**config.mk**
```make
export PLATFORM = sky130hd
export DESIGN_NAME = stft_frame_sequencer
export DESIGN_NICKNAME = d
export VERILOG_FILES = /design/src/rtl/stft_seq_pkg.sv /design/src/rtl/seq_mod_counter.sv /design/src/rtl/stft_frame_sequencer.sv
export SDC_FILE = /design/constraint.sdc
export NUM_CORES = 1
export LEC_CHECK = 0
export BUFFER_PORTS_ARGS = -buffer_cell sky130_fd_sc_hd__buf_2
export CAP_MARGIN = 20
export CORE_ASPECT_RATIO = 0.7
export CORE_MARGIN = 2
export CORE_UTILIZATION = 48
export CTS_CLUSTER_SIZE = 14
export DETAILED_ROUTE_END_ITERATION = 10
export GPL_TIMING_DRIVEN = 1
export PLACE_DENSITY = 0.79
export SLEW_MARGIN = 20
export SYNTH_ARGS = -nofsm -noshare
export SYNTH_HDL_FRONTEND = slang
export SYNTH_SLANG_ARGS = --single-unit
```
**constraint.sdc**
```tcl
create_clock -name iCLK -period 1.5 [get_ports iCLK]
set_input_delay 0.3 -clock iCLK [delete_from_list [all_inputs] [get_ports iCLK]]
set_output_delay 0.3 -clock iCLK [all_outputs]
set_load 0.02 [all_outputs]
```
**src/rtl/stft_seq_pkg.sv**
```systemverilog
// -----------------------------------------------------------------------------
// stft_seq_pkg
// Shared definitions for the STFT frame sequencer:
//   - seq_state_e : FSM state encodings
//   - cnt_mv      : terminal value of a modulo-n counter (n == 0 -> 0, never hit)
//   - fits_incl / fits_excl : parameter width checks (n <= 2^wl, n < 2^wl)
// -----------------------------------------------------------------------------
package stft_seq_pkg;

    typedef enum logic [1:0] {
        IDLE    = 2'd0,
        CAPTURE = 2'd1,
        GAP     = 2'd2,
        FINISH  = 2'd3
    } seq_state_e;

    function automatic int cnt_mv(input int n);
        return (n > 0) ? n - 1 : 0;
    endfunction

    function automatic bit fits_incl(input int wl, input int n);
        return n <= (1 << wl);
    endfunction

    function automatic bit fits_excl(input int wl, input int n);
        return n < (1 << wl);
    endfunction

endpackage

```
**src/rtl/seq_mod_counter.sv**
```systemverilog
// -----------------------------------------------------------------------------
// seq_mod_counter
// Enable-driven modulo counter: counts 0..MV, wraps to 0 after MV.
// Ports:
//   iCLK   clock (rising edge)
//   iRSTn  synchronous active-low reset
//   iCLR   synchronous clear, wins over iEN
//   iEN    advance by one
//   oCNT   current count
//   oTC    terminal count (oCNT == MV), not gated by iEN
// -----------------------------------------------------------------------------
module seq_mod_counter #(
    parameter int WL = 8,
    parameter int MV = 255
) (
    input  logic          iCLK,
    input  logic          iRSTn,
    input  logic          iCLR,
    input  logic          iEN,
    output logic [WL-1:0] oCNT,
    output logic          oTC
);

    localparam logic [WL-1:0] MV_W = WL'(MV);

    logic [WL-1:0] cnt_q, cnt_d;

    always_comb begin
        cnt_d = cnt_q;
        if (iCLR)
            cnt_d = '0;
        else if (iEN)
            cnt_d = (cnt_q == MV_W) ? '0 : cnt_q + WL'(1);
    end

    always_ff @(posedge iCLK) begin
        if (!iRSTn) cnt_q <= '0;
        else        cnt_q <= cnt_d;
    end

    assign oCNT = cnt_q;
    assign oTC  = (cnt_q == MV_W);

endmodule

```
**src/rtl/stft_frame_sequencer.sv**
```systemverilog
// -----------------------------------------------------------------------------
// stft_frame_sequencer
// Gates the ADC sample strobe into NUM_FRM windows of WIN_LEN samples separated
// by GAP_LEN skipped samples. Sample, gap and frame counters are chained via
// terminal-count enables; this level holds only the FSM and output decode.
// Ports:
//   iCLK, iRSTn  clock / synchronous active-low reset
//   iSTART       start pulse, only honoured in IDLE
//   iSMP_VLD     ADC sample strobe
//   iABORT       abort in CAPTURE/GAP (only with STFT_SEQ_ABORT_EN)
//   oBUSY        state != IDLE
//   oWIN_EN      current sample is inside a window
//   oSMP_IDX     in-window sample index (registered)
//   oFRM_IDX     window index (registered)
//   oFRM_SOF     first sample of a window
//   oFRM_EOF     last sample of a window
//   oDONE        one-cycle completion pulse
// Optional feature macro: STFT_SEQ_ABORT_EN (adds iABORT).
// -----------------------------------------------------------------------------
module stft_frame_sequencer
    import stft_seq_pkg::*;
#(
    parameter int WIN_WL  = 8,
    parameter int WIN_LEN = 256,
    parameter int GAP_LEN = 0,
    parameter int FRM_WL  = 6,
    parameter int NUM_FRM = 32
) (
    input  logic              iCLK,
    input  logic              iRSTn,
    input  logic              iSTART,
    input  logic              iSMP_VLD,
`ifdef STFT_SEQ_ABORT_EN
    input  logic              iABORT,
`endif
    output logic              oBUSY,
    output logic              oWIN_EN,
    output logic [WIN_WL-1:0] oSMP_IDX,
    output logic [FRM_WL-1:0] oFRM_IDX,
    output logic              oFRM_SOF,
    output logic              oFRM_EOF,
    output logic              oDONE
);

    localparam int SMP_MV = cnt_mv(WIN_LEN);
    localparam int GAP_MV = cnt_mv(GAP_LEN);
    localparam int FRM_MV = cnt_mv(NUM_FRM);

    localparam bit CFG_OK = fits_incl(WIN_WL, WIN_LEN) && fits_excl(WIN_WL, GAP_LEN) &&
                            fits_incl(FRM_WL, NUM_FRM) && (WIN_LEN >= 2) && (NUM_FRM >= 1);

    seq_state_e state_q, state_d;

    logic              smp_en, gap_en, frm_en;
    logic              cnt_clr, frm_clr;
    logic              smp_tc, gap_tc, frm_tc;
    logic [WIN_WL-1:0] smp_cnt, gap_cnt;
    logic [FRM_WL-1:0] frm_cnt;
    logic              abort;

`ifdef STFT_SEQ_ABORT_EN
    assign abort = iABORT;
`else
    assign abort = 1'b0;
`endif

    always_ff @(posedge iCLK) begin
        if (!iRSTn) state_q <= IDLE;
        else        state_q <= state_d;
    end

    always_comb begin
        state_d = state_q;
        smp_en  = 1'b0;
        gap_en  = 1'b0;
        frm_en  = 1'b0;
        cnt_clr = 1'b0;
        frm_clr = 1'b0;
        unique case (state_q)
            IDLE: begin
                // Same-cycle iSMP_VLD is deliberately not captured.
                if (iSTART) begin
                    state_d = CAPTURE;
                    cnt_clr = 1'b1;
                    frm_clr = 1'b1;
                end
            end
            CAPTURE: begin
                if (abort) begin
                    state_d = IDLE;
                    cnt_clr = 1'b1;
                    frm_clr = 1'b1;
                end else if (iSMP_VLD) begin
                    smp_en = 1'b1;     // wraps to 0 by itself at WIN_LEN-1
                    if (smp_tc) begin
                        if (frm_tc) begin
                            state_d = FINISH;   // frame index cleared in FINISH
                        end else begin
                            frm_en = 1'b1;
                            if (GAP_LEN != 0) state_d = GAP;
                        end
                    end
                end
            end
            GAP: begin
                if (abort) begin
                    state_d = IDLE;
                    cnt_clr = 1'b1;
                    frm_clr = 1'b1;
                end else if (iSMP_VLD) begin
                    gap_en = 1'b1;     // wrap on the GAP_LEN-th skip clears it
                    if (gap_tc) state_d = CAPTURE;
                end
            end
            FINISH: begin
                frm_clr = 1'b1;
                state_d = IDLE;
            end
            default: state_d = IDLE;
        endcase
    end

    seq_mod_counter #(.WL(WIN_WL), .MV(SMP_MV)) u_smp_cnt (
        .iCLK (iCLK), .iRSTn(iRSTn), .iCLR(cnt_clr), .iEN(smp_en),
        .oCNT (smp_cnt), .oTC(smp_tc)
    );

    seq_mod_counter #(.WL(WIN_WL), .MV(GAP_MV)) u_gap_cnt (
        .iCLK (iCLK), .iRSTn(iRSTn), .iCLR(cnt_clr), .iEN(gap_en),
        .oCNT (gap_cnt), .oTC(gap_tc)
    );

    seq_mod_counter #(.WL(FRM_WL), .MV(FRM_MV)) u_frm_cnt (
        .iCLK (iCLK), .iRSTn(iRSTn), .iCLR(frm_clr), .iEN(frm_en),
        .oCNT (frm_cnt), .oTC(frm_tc)
    );

    assign oBUSY    = (state_q != IDLE);
    assign oWIN_EN  = (state_q == CAPTURE) && iSMP_VLD;
    assign oSMP_IDX = smp_cnt;
    assign oFRM_IDX = frm_cnt;
    assign oFRM_SOF = oWIN_EN && (smp_cnt == '0);
    assign oFRM_EOF = oWIN_EN && smp_tc && !abort;
    assign oDONE    = (state_q == FINISH);

    // Parameter sanity and gap-counter idle invariant (simulation only).
    a_cfg: assert property (@(posedge iCLK) CFG_OK);
    a_gap_idle: assert property (@(posedge iCLK) disable iff (!iRSTn)
                                 (state_q != GAP) |-> (gap_cnt == '0));

endmodule

```
## Word level (Yosys, flattened, before mapping)

Index checks and enable logic that the tools add are counted.

- Input bits: 4
- Bits in registers: 24
- Logic and storage cells: 50

- Reductions and logical operators: 11
- Equality and inequality tests: 11
- Bitwise gates (word level): 1
- Multiplexer cells: 20
- Add/subtract/negate cells: 3

Operators by type and width:

| kind | number |
|---|---|
| 8-bit by 1-bit adder with 8-bit output (second input constant) | 2 |
| 8-bit zero test | 2 |
| 8-bit 2-to-1 mux | 2 |
| 2-bit 2-to-1 mux | 6 |
| 2-bit inequality test (second input constant) | 6 |
| 1-bit 2-to-1 mux | 9 |
| 8-bit == test (second input constant) | 1 |
| 2-bit one-hot mux with 4 select lines | 1 |
| 6-bit by 1-bit adder with 6-bit output (second input constant) | 1 |
| 6-bit by 5-bit == test with 1-bit output (second input constant) | 1 |
| 6-bit 2-to-1 mux | 1 |
| 6-bit AND reduction | 1 |
| 2-bit OR reduction | 3 |
| 2-bit == test (second input constant) | 2 |
| 1-bit logical AND | 3 |
| 1-bit one-hot mux with 3 select lines | 1 |
| 2-bit by 1-bit == test with 1-bit output (second input constant) | 1 |
| 2-bit zero test | 1 |
| 2-bit nonzero test | 1 |
| 1-bit NOT | 1 |

## Logic depth before layout (Yosys ltp)

Gate-level depths: netlist of run 1.

- Depth in word-level cells: 5
- Depth in mapped cells: 6
- Gate-level depth less buffers: 5

## Modules after synthesis

From an unflattened synthesis of run 1, not the netlist that was laid out.

- Cells, all modules: 140
- Area, all modules: 1251.2 µm²

By module, submodules not included:

| module | times used | area each (µm²) | sequential area each (µm²) | cells each |
|---|---|---|---|---|
| seq_mod_counter at u_gap_cnt | 1 | 406.6 | 160.2 | 44 |
| seq_mod_counter at u_smp_cnt | 1 | 385.4 | 160.2 | 43 |
| seq_mod_counter at u_frm_cnt | 1 | 295.3 | 120.1 | 32 |
| stft_frame_sequencer | 1 | 163.9 | 40.0 | 21 |

## Least setup slack after synthesis of run 1

OpenSTA, ideal clock, no wires.

- Path type: register to output
- Start point: reg state_q[1]
- End point: out oFRM_SOF
- Path slack: -0.342 ns
- Data arrival time: 1.542 ns
- Cell stages (with the launch flop): 5
- Required time: 1.200 ns
- Buffers on the path: 1
- Cells stage by stage: dfxtp_1 -> and3b_2 -> buf_2 -> nand2_1 -> nor4_1

- Cells in the longest elaborated chain, start to end: 3

Ends and longest elaborated chain:

| element | line | source |
|---|---|---|
| start: declaration | stft_frame_sequencer.sv:52 | `seq_state_e state_q, state_d;` |
| start signal: assignment | stft_frame_sequencer.sv:69 | `else state_q <= state_d;` |
| 2-bit by 1-bit == test with 1-bit output | stft_frame_sequencer.sv:139 | `assign oWIN_EN = (state_q == CAPTURE) && iSMP_VLD;` |
| 1-bit logical AND | stft_frame_sequencer.sv:139 |  |
| net oWIN_EN | stft_frame_sequencer.sv:37 | `output logic oWIN_EN,` |
| 1-bit logical AND | stft_frame_sequencer.sv:142 | `assign oFRM_SOF = oWIN_EN && (smp_cnt == '0);` |
| end: declaration | stft_frame_sequencer.sv:40 | `output logic oFRM_SOF,` |

The timed path passes the listed nets, and every way through them passes these cells.

## Worst setup path after layout of run 1

- Start point: reg u_smp_cnt.cnt_q[1], in the netlist u_smp_cnt.oCNT[1]
- End point: out oFRM_SOF

- Cells in the longest elaborated chain, start to end: 2

Ends and longest elaborated chain:

| element | line | source |
|---|---|---|
| start: declaration | seq_mod_counter.sv:26 | `logic [WL-1:0] cnt_q, cnt_d;` |
| start signal: assignment | seq_mod_counter.sv:38 | `else cnt_q <= cnt_d;` |
| 8-bit zero test | stft_frame_sequencer.sv:142 |  |
| 1-bit logical AND | stft_frame_sequencer.sv:142 |  |

No other way between the ends.

==> metrics.md, run 1 <==
| Metric | Value |
|---|---|
| Status | finished with violations |
| Failing checks | setup timing |
| Total power | 1.05 mW |
| Final setup viols | 7 |
| Vias per inst | 5.67 |
| Dominant cell type by area after synthesis | dfxtp_1 |
| Skew-Pair Late Insertion Delay | 0.32 ns |
| Required time of the worst setup path | 1.20 ns |
| Port bufs | 22 |
| Cts bufs inserted | 3 |
| Post-DP HPWL | 2170 um |
| FP Rows | 15 |
| Post-layout nets | 200 |
| Fin crit period | 1.84 ns |
| Post-synthesis sequential element count | 24 |
| Die W | 63.6 um |
| Crit path DAT | 1.54 ns |
| Max Fanout on Critical Path | 3 |
| Fraction of layout cells with a size suffix above 1 | 48.9% |
| Worst slack, placed | -0.0740 ns |
| Post-Syn Area | 1190 um^2 |
| WS Path Type | flip-flop to output pin |
| Syn avg cell area | between 8 and 9 um^2 |
| Post-DRT Antenna Nets | 0 |
| H-tree lvl count | 1 |
| Vias | 1269 |
| Synthesized Nets | 149 |
| Top_reg_cell synth | dfxtp_1 |
| Worst hold path class | input pin to flip-flop |
| DRT Wirelength | 3700 um |
| Synth warn | 0 |
| First DRT Iteration DRCs | 156 |
| Average wire per standard cell | 16.5 um |
| Initial Util | 49.6% |
| Sink Count | 24 |
| Pins Over Slew Limit | 0 |
| Overflow left after global routing | 0 |
| Top cell type's share of synthesized area | around two fifths |
| Slowest stage delay, CP | 0.39 ns |
| Clock Skew | between 0.002 and 0.003 ns |
| I/O pin cnt | 23 |
| Period utilisation layout | 123% |
| Pwr/cell area | 585 nW/um^2 |
| Final Hold Vio Count | 0 |
| Gpl congestion | 0.856 |
| Area contributors post-synth | dfxtp_1 (40%), xor2_1 (7.3%), nor2_1 (6.3%) |
| Layout filler cell count | between 150 and 200 |
| Peak VDD IR | 0.676 mV |
| Leakage | 0.731 nW |
| Residual DRC | 0 |
| Cell variety after synth | 34 |
| Die footprint | roughly 2900 um^2 |
| All-Layer GR Usage | 23.9% |
| Max_cap viols | 0 |
| # diodes | 0 |
| Worst Hold Margin | 0.288 ns |
| Largest net degree at the start of global routing | 14 |
| Unrepaired setup endpoints after global routing | true |
| Fmax | ~540 MHz |
| EDFF count, synth | 0 |
| Hold_buf cts | 0 |
| CTS tree | done |
| Synthesized instance count | 140 |
| TritonRoute pass-1 iters | 4 |
| CP max stage cell | dfxtp_4 |
| Most common cell after layout, fill and taps aside | buf_4 |
| Min setup slack post-route | -0.340 ns |
| CP Capture Type | output pin |
| Least-Margin Pin Slew | 0.398 ns |
| Area grow syn2layout | 50.8% |
| Sequential share of the synthesized area | 40.3% |
| First-pass GRT wire length | 5290 um |
| Vias in the first global route | 1214 |
| Initial antenna violation count | 0 |
| Longest Clk Path Bufs | 2 |
| Crit path cell chain | inv_4, ha_4, nor4b_4, nand2_1, nor4_4, buf_4 |
| CTS root buffer | clkbuf_4 |
| Type of origin of the critical path | flip-flop |
| Commonest non-fill, non-tap cells in the layout | buf_4 (20), nor2_1 (17), buf_2 (17) |
| Worst slew margin | 73.2% |
| Die height | 45.7 um |
| Clock transition at path regs | 0.13 ns |
| Floorplan core area | 2400 um^2 |
| Synth async-reset ratio | 0% |
-- registers in the layout (all words and copies together), names as in the netlist --
register        cells
state_q             2
u_smp_cnt.oCNT      8
u_gap_cnt.oCNT      8
u_frm_cnt.oCNT      6
-- final cells by class --
type                            count  area, um^2  area share, %
Inverter                            7        28.8           1.60
Multi-Input combinational cell    106         828           46.1
Clock buffer                        4        26.3           1.46
Tap cell                           34        42.5           2.37
Sequential cell                    24         502           27.9
Timing Repair Buffer               49         370           20.6
-- critical path: cells and delay by family, from the launching register on --
| family | cells | cell delay (ns) |
|---|---|---|
| AND/OR/NAND/NOR | 3 | 0.46 |
| buffers and inverters | 2 | 0.25 |
| adder cells (fa/ha/maj) | 1 | 0.12 |
| flip-flops | 1 | 0.39 |
-- cell usage after synthesis (2+ instances only) --
cell type and count:
xnor2_1 4, o31ai_1 2, a21oi_1 7, o21ai_0 3, nor4_1 4, nand2b_1 2
nor3_1 3, dfxtp_1 24, and3_1 4, or2_2 2, nor2_1 20, nand4_1 6
inv_1 7, nand3_1 5, or4_1 2, or3_1 3, xor2_1 10, nand2_1 11
nand3b_1 2, ha_1 5
-- logic make-up after synthesis --
group                      count (synthesis)  synth area share [%]
DFF                                       24                  40.3
buffers and inverters                     10                  3.88
and+or+nand+nor                           71                  31.4
adders and majority gates                  5                  5.25
xor gates and xnor gates                  14                  10.3
AOI/OAI and AO/OA                         16                  8.92
-- where the power goes --
part / switching [mW] / internal (mW) / total (mW)
Combinational: 0.0557 / 0.0527 / 0.108
Clock: 0.197 / 0.104 / 0.301
Sequential: 0.00375 / 0.638 / 0.642
Total: 0.256 / 0.795 / 1.05
-- final timing paths --
check	start	end	slack (ns)	depth (start not counted)
worst max-delay path	u_smp_cnt.oCNT[1]	oFRM_SOF	-0.34	6
worst min register to register	u_frm_cnt.oCNT[3]	u_frm_cnt.oCNT[3]	0.51	2
worst max register to register	u_smp_cnt.oCNT[1]	u_frm_cnt.oCNT[2]	-0.13	7
worst min-delay path	iSTART	state_q[0]	0.29	3
-- repair_timing --
action,4_1_cts,5_1_grt
buffers inserted,5,1
pin swaps,12,6
endpoints found under the setup margin,10,22
gates resized for setup,29,23
-- metrics by stage --
stage / TNS [ns] / cells / util, % / cell area [um^2]
after floorplan: -0.0540 / 140 / - / 1250
after global placement: -0.118 / 215 / 64.1 / 1540
after detailed placement: -0.225 / 215 / 64.1 / 1540
after CTS: -0.746 / 224 / 71.1 / 1710
after global routing: -1.43 / 224 / 74.8 / 1800
final: -1.01 / 224 / 74.8 / 1800
-- routing by layer --
metal / global-route usage, % / up-vias / share of wire [%]
met3: 6.93 / 17 / 7.4
met2: 45.9 / 64 / 52
li1: - / 589 / -
met4: 5.65 / 0 / 2.9
met5: 0 / - / 0
met1: 27.0 / 599 / 38
(Power assumes the default switching activity.)
==> run 2: changes to the inputs <==
- ABC_AREA: not set -> 1
- CORE_UTILIZATION: 48 -> 50
- PLACE_DENSITY: 0.79 -> 0.8
- RECOVER_POWER: not set -> 100
==> run 2 against run 1 <==
The run still ends with setup timing left. Combinational power increased to 3.3 times the previous value. Synthesized area increased by 18%. Die area increased by 12%. Critical path type unchanged. Highest routed layer unchanged.
==> metrics.md, run 2 <==
| Metric | Value |
|---|---|
| First DRT Iteration DRCs | 68 |
| Largest net degree at the start of global routing | 14 |
| Final setup viols | 2 |
| Max Fanout on Critical Path | 2 |
| Reg2reg path depth | 11 |
| Initial antenna violation count | 0 |
| Vias per inst | between 5 and 6 |
| Post-Syn Area | about 1400 um^2 |
| Area contributors post-synth | dfxtp_1 (34%), nand2_1 (13%), inv_1 (7.7%) |
| Longest Clk Path Bufs | 2 |
| H-tree lvl count | 1 |
| R2r setup slk | about 0.090 ns |
| Reg-to-Reg Start | state_q[0] |
| TritonRoute pass-1 iters | 4 |
| Post-DRT Antenna Nets | 0 |
| Leakage | around 0.92 nW |
| Synthesized Nets | 212 |
| Worst hold path class | input pin to flip-flop |
| Area grow syn2layout | 35.8% |
| Commonest non-fill, non-tap cells in the layout | nand2_1 (47), inv_1 (26), buf_4 (23) |
| DRT Wirelength | about 3400 um |
| Sink Count | 24 |
| WS Path Type | flip-flop to output pin |
| Skew-Pair Late Insertion Delay | 0.27 ns |
| Total power | 1.43 mW |
| CTS root buffer | clkbuf_8 |
| Synth top cells by count | nand2_1 (48), inv_1 (29), dfxtp_1 (24) |
| EDFF count, synth | 0 |
| Final Hold Vio Count | 0 |
| Die height | 48.4 um |
| Crit path depth | 6 |
| Vias in the first global route | 1339 |
| Pins Over Slew Limit | 0 |
| CP Capture Type | output pin |
| Period utilisation layout | 105% |
| GR peak layer | met2 |
| Fraction of layout cells with a size suffix above 1 | 33.7% |
| Top cell type's share of synthesized area | 34.1% |
| Die footprint | 3260 um^2 |
| Slowest stage delay, CP | approximately 0.37 ns |
| CP Buf/Inv Count | 2 |
| Count leader, synth | nand2_1 |
| CTS tree | done |
| Post-synthesis sequential element count | 24 |
| # diodes | 0 |
| Worst path top cell family by delay | flip-flops |
| Worst slack, placed | 0.0575 ns |
| Status | finished with violations |
| Syn avg cell area | 6.93 um^2 |
| I/O pin cnt | 23 |
| Unrepaired setup endpoints after global routing | true |
| Layout filler cell count | 223 |
| Average wire per standard cell | 11.8 um |
| Min setup slack post-route | -0.0770 ns |
| Worst slew margin | around 80% |
| Initial Util | about half |
| Type of origin of the critical path | flip-flop |
| Gpl congestion | 0.885 |
| Register Area | ~500 um^2 |
| Residual DRC | 0 |
| Vias | 1455 |
| Least-Margin Pin Slew | 0.323 ns |
| R2R Path End | u_smp_cnt.oCNT[7] |
| Post-layout nets | approximately 260 |
| Crit path cell chain | ha_4, nand3_4, inv_4, nand2_4, nor2_4, buf_6 |
| Die W | 67.4 um |
| Dominant cell type by area after synthesis | dfxtp_1 |
| Grt met2 use | 36.0% |
| Sequential share of the synthesized area | 34.1% |
| Synthesized instance count | between 200 and 250 |
| Final instance area | about 1900 um^2 |
| Clock transition at path regs | roughly 0.090 ns |
| Top_reg_cell synth | dfxtp_1 |
| Pwr/cell area | around 750 nW/um^2 |
| Fmax | between 600 and 700 MHz |
| Worst Hold Margin | 0.270 ns |
| All-Layer GR Usage | 23.1% |
| Synth async-reset ratio | 0% |
| Fin crit period | 1.58 ns |
| CP endpoint | oFRM_EOF |
| CP max stage cell | dfxtp_4 |
| Hold_buf cts | 0 |
| Most common cell after layout, fill and taps aside | nand2_1 |
| Required time of the worst setup path | 1.20 ns |
| Met1 Track Usage GR | about a third |
| Peak VDD IR | between 0.6 and 0.7 mV |
| Max_cap viols | 0 |
| Critical Path Start | u_smp_cnt.oCNT[0] |
| Synth warn | 0 |
| Post-DP HPWL | 2290 um |
| Cell variety after synth | 27 |
| Clock Skew | between 0.003 and 0.004 ns |
| First-pass GRT wire length | 5780 um |
| Port bufs | 22 |
| Overflow left after global routing | 0 |
| Area used by multi-input combinational logic | roughly 880 um^2 |
| Failing checks | setup timing |
| Cts bufs inserted | 3 |
| Dpl cell area | ~1700 um^2 |
| M3 GR Usage | 5.12% |
| FP Rows | 16 |
| Crit path DAT | 1.28 ns |
| Floorplan core area | 2740 um^2 |
[run 2: cell types whose count changed in the layout (fill, tap and decap cells not counted), sizes merged, moves of 4 or more]
| cell | before | now |
|---|---|---|
| a21oi | 7 | 17 |
| nand3 | 5 | 19 |
| xor2 | 10 | 4 |
| nor3 | 3 | 11 |
| buf | 49 | 45 |
| nand2 | 11 | 53 |
| inv | 7 | 33 |
[run 2: area by class of cell]
type | instances | share of cell area, %
clock buffer | 4 | 2.36
timing repair buffer | 46 | 16.8
sequential | 24 | 25.9
tap | 36 | 2.36
inverter | 33 | 6.87
multi-input combinational | 145 | 45.8
[run 2: worst min path at each step]
stage | from | end | slack, ns | cells past startpoint
5_1_grt | iRSTn | state_q[0] | 0.29 | 3
3_3_place_gp | u_gap_cnt.oCNT[7] | u_gap_cnt.oCNT[7] | 0.47 | 2
6_report | iRSTn | state_q[0] | 0.27 | 3
2_1_floorplan | iRSTn | state_q[0] | 0.42 | 2
3_5_place_dp | u_gap_cnt.oCNT[7] | u_gap_cnt.oCNT[7] | 0.47 | 2
4_1_cts | iRSTn | state_q[0] | 0.27 | 3
[run 2: logic make-up (layout without fill, tap and decap cells)]
logic type / after synthesis / after routing / synth area share (%)
AO/OA/AOI/OAI: 24 / 24 / 10.0
buffers and inverters: 34 / 83 / 9.60
XOR/XNOR: 5 / 5 / 3.11
flip-flops: 24 / 24 / 34.1
adder cells (fa/ha/maj): 5 / 5 / 4.44
AND/OR/NAND/NOR: 111 / 111 / 38.7
[run 2: report_power, final]
group          leakage (nW)  internal [mW]  switching, mW
logic                 0.699          0.143          0.212
registers             0.198          0.655         0.0164
clock network        0.0228          0.190          0.209
total                 0.919          0.988          0.437
[run 2: worst reg2reg max path, stage by stage, from the launching register on]
cell,delay (ns)
dfxtp_2,0.34
inv_2,0.06
nor2_4,0.12
nand2_4,0.10
buf_4,0.17
buf_12,0.13
nor2_8,0.09
nand2_4,0.07
inv_1,0.08
a21oi_1,0.06
nand2_1,0.07
inv_1,0.04
[run 2: per-layer routing]
layer | wire [um] | vias up
met3 | 166 | 4
met1 | 1640 | 666
met4 | 25 | 0
li1 | - | 750
met5 | 0 | -
met2 | 1570 | 35
[run 2: timing repair]
item,in CTS,in global routing
buffers inserted,10,3
pin swaps,7,4
setup endpoints to repair,3,15
resized for setup,22,9
[run 2: stage by stage]
| stage | instances | setup TNS (ns) | utilization, % |
|---|---|---|---|
| after global routing | 288 | -0.261 | 69.7 |
| after detailed placement | 271 | 0 | 60.7 |
| after floorplan | 203 | -0.0282 | - |
| final | 288 | -0.118 | 69.7 |
| after global placement | 271 | 0 | 60.7 |
| after CTS | 285 | -0.0678 | 67.6 |
